<file path="src/rtl/mdu_ex.sv">
// mdu_ex: RV32M execute unit with a one-cycle multiply and a 32-cycle radix-2 restoring divide.
// Divide-by-zero and signed overflow skip the divider and complete through the one-cycle MUL slot.
module mdu_ex (
  input  logic        clk,
  input  logic        rstn,
  input  logic        start,
  input  logic [2:0]  funct3e,
  input  logic [31:0] rd1e,
  input  logic [31:0] rd2e,
  input  logic [4:0]  rde,
  input  logic        flush,
  output logic        busy,
  output logic        done,
  output logic [31:0] result,
  output logic [4:0]  rdm
);
  localparam logic [1:0] S_IDLE = 2'd0, S_MUL = 2'd1, S_DIV = 2'd2, S_DONE = 2'd3;
  logic [1:0]  r_state;
  logic [2:0]  r_op;
  logic [31:0] r_a, r_b, r_q, r_r, r_result;
  logic [4:0]  r_rd, r_rdm, r_cnt;
  logic        w_accept, w_sgn_in, w_spec_in, w_sgn, w_qbit;
  logic [31:0] w_amag_in, w_bmag, w_rn, w_qn, w_quo, w_rem, w_spec, w_fin;
  logic [32:0] w_sh, w_diff;
  logic [63:0] w_ax, w_bx, w_prod;
  assign w_accept  = rstn && r_state == S_IDLE && start && !flush;
  assign w_sgn_in  = !funct3e[0];
  assign w_spec_in = rd2e == 32'h0 || (w_sgn_in && rd1e == 32'h8000_0000 && rd2e == 32'hFFFF_FFFF);
  assign w_amag_in = (w_sgn_in && rd1e[31]) ? -rd1e : rd1e;
  assign w_sgn     = !r_op[0];
  assign w_bmag    = (w_sgn && r_b[31]) ? -r_b : r_b;
  assign w_sh      = {r_r, r_q[31]};
  assign w_diff    = w_sh - {1'b0, w_bmag};
  assign w_qbit    = !w_diff[32];
  assign w_rn      = w_qbit ? w_diff[31:0] : w_sh[31:0];
  assign w_qn      = {r_q[30:0], w_qbit};
  assign w_quo     = (w_sgn && (r_a[31] ^ r_b[31])) ? -w_qn : w_qn;
  assign w_rem     = (w_sgn && r_a[31]) ? -w_rn : w_rn;
  assign w_spec    = r_b == 32'h0 ? (r_op[1] ? r_a : 32'hFFFF_FFFF) : (r_op[1] ? 32'h0 : 32'h8000_0000);
  assign w_ax      = {{32{r_op[1:0] != 2'b11 && r_a[31]}}, r_a};
  assign w_bx      = {{32{!r_op[1] && r_b[31]}}, r_b};
  assign w_prod    = w_ax * w_bx;
  assign w_fin     = r_op[2] ? w_spec : (r_op[1:0] == 2'b00 ? w_prod[31:0] : w_prod[63:32]);
  assign busy      = w_accept || r_state == S_MUL || r_state == S_DIV;
  assign done      = r_state == S_DONE;
  assign result    = r_result;
  assign rdm       = r_rdm;
  always_ff @(posedge clk or negedge rstn) begin
    if (!rstn) begin
      r_state  <= S_IDLE;
      r_op     <= 3'd0;
      r_a      <= 32'h0;
      r_b      <= 32'h0;
      r_q      <= 32'h0;
      r_r      <= 32'h0;
      r_result <= 32'h0;
      r_rd     <= 5'd0;
      r_rdm    <= 5'd0;
      r_cnt    <= 5'd0;
    end else if (flush) begin
      r_state <= S_IDLE;
    end else if (w_accept) begin
      r_op    <= funct3e;
      r_a     <= rd1e;
      r_b     <= rd2e;
      r_rd    <= rde;
      r_q     <= w_amag_in;
      r_r     <= 32'h0;
      r_cnt   <= 5'd31;
      r_state <= (funct3e[2] && !w_spec_in) ? S_DIV : S_MUL;
    end else if (r_state == S_MUL) begin
      r_result <= w_fin;
      r_rdm    <= r_rd;
      r_state  <= S_DONE;
    end else if (r_state == S_DIV) begin
      r_q   <= w_qn;
      r_r   <= w_rn;
      r_cnt <= r_cnt - 5'd1;
      if (r_cnt == 5'd0) begin
        r_result <= r_op[1] ? w_rem : w_quo;
        r_rdm    <= r_rd;
        r_state  <= S_DONE;
      end
    end else if (r_state == S_DONE) begin
      r_state <= S_IDLE;
    end
  end
endmodule

</file>
<file path="config.mk">
export PLATFORM = sky130hd
export DESIGN_NAME = mdu_ex
export DESIGN_NICKNAME = d
export VERILOG_FILES = /design/src/rtl/mdu_ex.sv
export SDC_FILE = /design/constraint.sdc
export NUM_CORES = 2
export LEC_CHECK = 0
export ABC_AREA = 1
export CAP_MARGIN = 20
export CELL_PAD_IN_SITES_DETAIL_PLACEMENT = 0
export CELL_PAD_IN_SITES_GLOBAL_PLACEMENT = 1
export CORE_UTILIZATION = 49
export DETAILED_ROUTE_END_ITERATION = 7
export MAX_ROUTING_LAYER = met4
export PLACE_DENSITY = 0.9
export SLEW_MARGIN = 10
export SYNTH_ARGS = -nofsm -noshare
export SYNTH_HDL_FRONTEND = slang
export SYNTH_SLANG_ARGS = --single-unit
</file>
<file path="constraint.sdc">
create_clock -name clk -period 16.9 [get_ports clk]
set_input_delay 3.38 -clock clk [delete_from_list [all_inputs] [get_ports clk]]
set_output_delay 3.38 -clock clk [all_outputs]
set_load 0.05 [all_outputs]
</file>
Word level (Yosys, flattened, before mapping)
Cells that the tools add are included.
- bits of input ports: 76
- register bits: 180
- output and inout bits: 39
- multipliers: 1
- eq/ne operators: 8
- bitwise gates (word level): 3
- multiplexer cells: 33
- add/subtract/negate cells: 6
- reductions and logical operators: 34
- operator list (cell ; number):
    2-to-1 mux 32 bit ; 20
    negator 32 bit ; 4
    equality test 32 bit, second input constant ; 2
    logical NOT 32 bit ; 2
    multiplier 33 x 33 -> 64 bit ; 1
    subtractor 33 x 32 -> 33 bit ; 1
    2-to-1 mux 5 bit ; 6
    2-to-1 mux 2 bit ; 7
    logical AND 1 bit ; 12
    logical NOT 1 bit ; 6
    nonzero test 2 bit ; 3
    logical NOT 5 bit ; 1
    inequality test 5 x 4 -> 1 bit, second input constant ; 1
    nonzero test 5 bit ; 1
    subtractor 5 x 1 -> 5 bit, second input constant ; 1
    equality test 2 bit, second input constant ; 2
    logical NOT 2 bit ; 2
    inequality test 2 bit, second input constant ; 2
    AND reduction 2 bit ; 2
    AND reduction 4 bit ; 1
    logical OR 1 bit ; 3
    AND reduction 3 bit ; 1
    equality test 2 x 1 -> 1 bit, second input constant ; 1
    NOT 1 bit ; 2
    bitwise XOR 1 bit ; 1

Logic depth before layout (Yosys ltp)
- depth in word-level cells: 11
- depth in mapped cells: 46

Least setup slack after synthesis
Ideal clock, no wire load.
- kind: flip-flop to flip-flop
- from: register r_op[1]
- to: register r_result[31], in the netlist result[31]
- cell stages (with the launch flop): 33
- data arrival time: 8.090 ns
- setup time: 0.122 ns
- required time: 16.778 ns
- slack: 8.689 ns
- period minus slack after synthesis: 8.211 ns
- cells stage by stage: dfrtp_1 -> clkbuf_1 -> a21oi_2 -> inv_1 -> clkbuf_1 -> nor2_1 -> fa_1 -> inv_1 -> fa_1 -> inv_1 -> fa_1 -> inv_1 -> fa_1 -> inv_1 -> fa_1 -> fa_1 -> fa_1 -> inv_1 -> fa_1 -> inv_1 -> ha_1 -> a21oi_1 -> inv_1 -> a31oi_1 -> o21ai_0 -> a221oi_1 -> o211ai_1 -> a21oi_1 -> nand2_1 -> nand2_1 -> o21bai_1 -> a21oi_1 -> a21oi_2
- word-level cells in the longest chain between the ends: 6
- elaborated cells on any way between the ends: 15
- classes of those cells: mul: 1; eq/ne: 1; mux: 9; reduce/logical: 4
- RTL lines (what ; RTL line ; source):
    start: declaration ; 19 ; logic [2:0] r_op;
    start signal: assignment ; 63 ; r_op <= funct3e;
    inequality test 2 bit / logical NOT 1 bit (equally long branches) ; 40, 41 ;
    logical AND 1 bit (on tied branches) ; 40, 41 ;
    multiplier 33 x 33 -> 64 bit ; 42 ; assign w_prod = w_ax * w_bx;
    2-to-1 mux 32 bit (2 in a row) ; 43 ; assign w_fin = r_op[2] ? w_spec : (r_op[1:0] == 2'b00 ? w_prod[31:0] : w_prod[63:32]);
    2-to-1 mux 32 bit (*) ; 71 ; end else if (r_state == S_MUL) begin
    end signal: assignment ; 72 ; r_result <= w_fin;
    end signal: assignment ; 80 ; r_result <= r_op[1] ? w_rem : w_quo;
    end: declaration ; 20 ; logic [31:0] r_a, r_b, r_q, r_r, r_result;
Mark *: on every way between the ends. The rest lies on a longest branch, timed or not. The select of a mux whose other input is x is not followed.
A chain may end at the register's enable or synchronous reset.

Final worst setup path
- from: register r_a[31]
- to: register r_result[25], in the netlist result[25]
- word-level cells in the longest chain between the ends: 7
- elaborated cells on any way between the ends: 13
- classes of those cells: mul: 1; mux: 8; bitwise: 1; reduce/logical: 3
- RTL lines (what ; RTL line ; source):
    start: declaration ; 20 ;
    start signal: assignment ; 64 ; r_a <= rd1e;
    branches (longest 6 deep; another with multiplier 33 x 33 -> 64 bit) ; - ;
    2-to-1 mux 32 bit (*) ; 71 ;
Mark *: on every way between the ends. The select of a mux whose other input is x is not followed.

==> impl_results.md <==
- Outcome: complete, no violations
- Crit path max fanout: 34
- Routed len/inst: 21.8 um
- Clk_skew: 0.0185 ns
- Crit end category: flip-flop
- GRT Resource Usage Total: 35.2%
- Worst r2r src: r_a[31]
- Hold crit path type: flip-flop to flip-flop
- Final setup TNS: 0 ns
- Vias/cell: 5.46
- DR pass1 iterations: 6
- Worst hold stages: 2
- Period utilisation layout: 58.9%
- Final GP Congestion: 1.04
- Met1 Use GR: 43.4%
- Crit path DAT: 10.31 ns
- Post-CTS Setup Bufs: 0
- Num CTS Buffers: 17
- CTS tree: built
- DP HPWL: 147000 um
- Post-synth EDFFs: 0
- # H-tree levels: 4
- Most common flop cell mapped by yosys: dfrtp_1
- Initial antenna violation count: 1
- Ys Warns: 0
- Slew @ Worst Pin: 1.06 ns
- Post-CTS Resized: 0
- Seq/Total Area, Yosys: 8.38%
- Final hold viol count: 0
- Yosys cell types: 64
- Max-slew violations: 0
- Met2 usage: 58.4%
- Largest net degree at the start of global routing: 79
- Setup repair after global routing missed its margin: no
- Most used routing layer: met2
- Synth Area per Inst: 7.58 um2
- Register bit total from synthesis: 180
- Fraction of layout cells with a size suffix above 1: 3.26%
- Layout area overhead: 5.45%
- Worst setup path startpoint: r_a[31]
- Fraction of registers with async set/reset: 100%
- Clock Pin Slew Worst Setup and Hold Paths: 0.08 ns
- Later-pin clock latency in the skew report: 0.47 ns
- Die W: 333 um
- Top cell by count, worst path: inv_1
- Mapped Cells: 7097
- Slowest stage cell, crit path: fa_1
- Crit path time final: 9.95 ns
- GRT Residual Overflow: 0
- Max-Cap Viols: 0
- CTS Buffer Depth: 2
- Layout Nets: 8439
- CP Class: flip-flop to flip-flop
- Total die area: 0.111 mm2
- Final WL: 183000 um
- Vias in the first global route: 48400
- Row count: 121
- Post-route ant nets: 0
- DRC viols: 0
- Worst setup SP type: flip-flop
- Core outline area: 0.109 mm2
- Clock sink count: 180
- Setup violators final: 0
- IO Pins: 115
- Vias: 45900
- Final core utilization: 52.1%
- Required time worst endpoint: 17.26 ns
- Hold_buf cts: 0
- Synth Net Count: 8555
- Mapped Area: 0.0538 mm2
- Die Ht: 333 um
- Root buffer cell: clkbuf_16
- Worst Min Path Start: r_b[21]
- Fill cells: 10500
- Drt initial violations: 3546
- Initial Util: 49.4%
- FMAX: 100 MHz
- Worst path max stage delay: 0.78 ns
- First-pass GRT wire length: 287000 um
- GR Util met3: 4.58%
- Reg2reg path depth: 36
- Relative slew slack: 29.0%
- Port-buffer cells: 114
## critical path, delay by kind of cell, from the launching register on
kind                     cells  cell delay, ns
adder cells (fa/ha/maj)      9            4.94
AND/OR/NAND/NOR              8            1.25
AO/OA/AOI/OAI                7            0.84
flip-flops                   1            0.34
buffers and inverters       12            2.46
## registers in the layout, indices dropped and copies added (netlist names)
register	cells
r_a	32
r_b	32
r_cnt	5
r_op	3
r_q	32
r_r	32
r_rd	5
r_state	2
rdm	5
result	32
## worst paths after layout
check,slack (ns),to
max,6.95,result[25]
min,0.48,r_b[21]
max reg2reg,6.95,result[25]
min reg2reg,0.48,r_b[21]
max in group asynchronous,11.95,r_q[5]
min in group asynchronous,2.89,r_cnt[3]
## Yosys cell counts, drive strengths merged (2+ instances only)
library cell  instances  area, um2
a2111oi               5       43.8
a211oi                4       30.0
a21boi                3       22.5
a21o                 10       75.1
a21oi               259       1330
a221oi                3       26.3
a22oi                 5       37.5
a311oi                2       17.5
a31oi                20        125
and2                  4       25.0
and3                  5       31.3
buf                  71        349
clkbuf              280       1050
clkinv                4       15.0
dfrtp               180       4500
fa                 1126      22500
ha                  256       3200
inv                1822       6840
nand2              1906       7290
nand3               199       1060
nand3b               15        113
nand4                43        269
nor2                324       1290
nor3                 59        330
nor3b                 2       15.0
nor4                 28        175
o2111ai              11       96.3
o211ai               28        210
o21a                  8       60.1
o21ai               240       1210
o21bai               23        173
o221ai                9       78.8
o22ai                40        250
o31ai                10       88.8
o32a                  2       20.0
or2                   7       43.8
or4                   2       15.0
xnor2                39        342
xor2                 36        315
## cells in the final DEF (no fill, tap or decap), types with 39 or more instances in the layout
master           Yosys  final
dfrtp_1            180    179
a21oi_1            253    253
clkdlybuf4s50_1      0    113
inv_1             1817   1815
nand3_1            191    191
nor3_1              52     52
o21ai_0            232    232
nand4_1             43     43
ha_1               256    256
nand2_1           1872   1872
xnor2_1             39     39
o22ai_1             40     40
fa_1              1126   1126
buf_4                7     98
nor2_1             307    305
## routing by layer
layer  wire, um  vias up
met5          0        -
met4       9290        0
met3      13600      397
met2      89000     1841
met1      71600    23100
li1           -    20600
## per-stage QoR
step / cells / setup WS [ns] / hold WS (ns) / area (um2)
6_report: 8410 / 6.95 / 0.478 / 56700
5_1_grt: 8408 / 6.18 / 0.499 / 56700
4_1_cts: 8406 / 6.96 / 0.479 / 56700
3_5_place_dp: 8374 / 6.98 / 0.461 / 56100
3_3_place_gp: 8372 / 7.11 / 0.459 / 56000
2_1_floorplan: 7097 / 8.69 / 0.452 / 53800
## cell type report
| class | instances | area (um2) | area share, % |
|---|---|---|---|
| Antenna cell | 2 | 5.00 | 0.00883 |
| Clock buffer | 18 | 439 | 0.775 |
| Clock inverter | 14 | 150 | 0.265 |
| Inverter | 1826 | 6850 | 12.1 |
| Multi-Input combinational cell | 4740 | 41000 | 72.3 |
| Sequential cell | 180 | 4510 | 7.95 |
| Tap cell | 1414 | 1770 | 3.12 |
| Timing Repair Buffer | 216 | 1960 | 3.45 |
## cell families after synthesis
family	count (synthesis)	synth area share (%)
AND/OR/NAND/NOR	2595	19.8
buffers and inverters	2177	15.4
adder cells (fa/ha/maj)	1382	47.9
AO/OA/AOI/OAI	688	7.35
flip-flops	180	8.38
XOR/XNOR	75	1.22
Power is not shown: default switching activity piles up to over one toggle a cycle in this logic, so the estimate is an artifact.
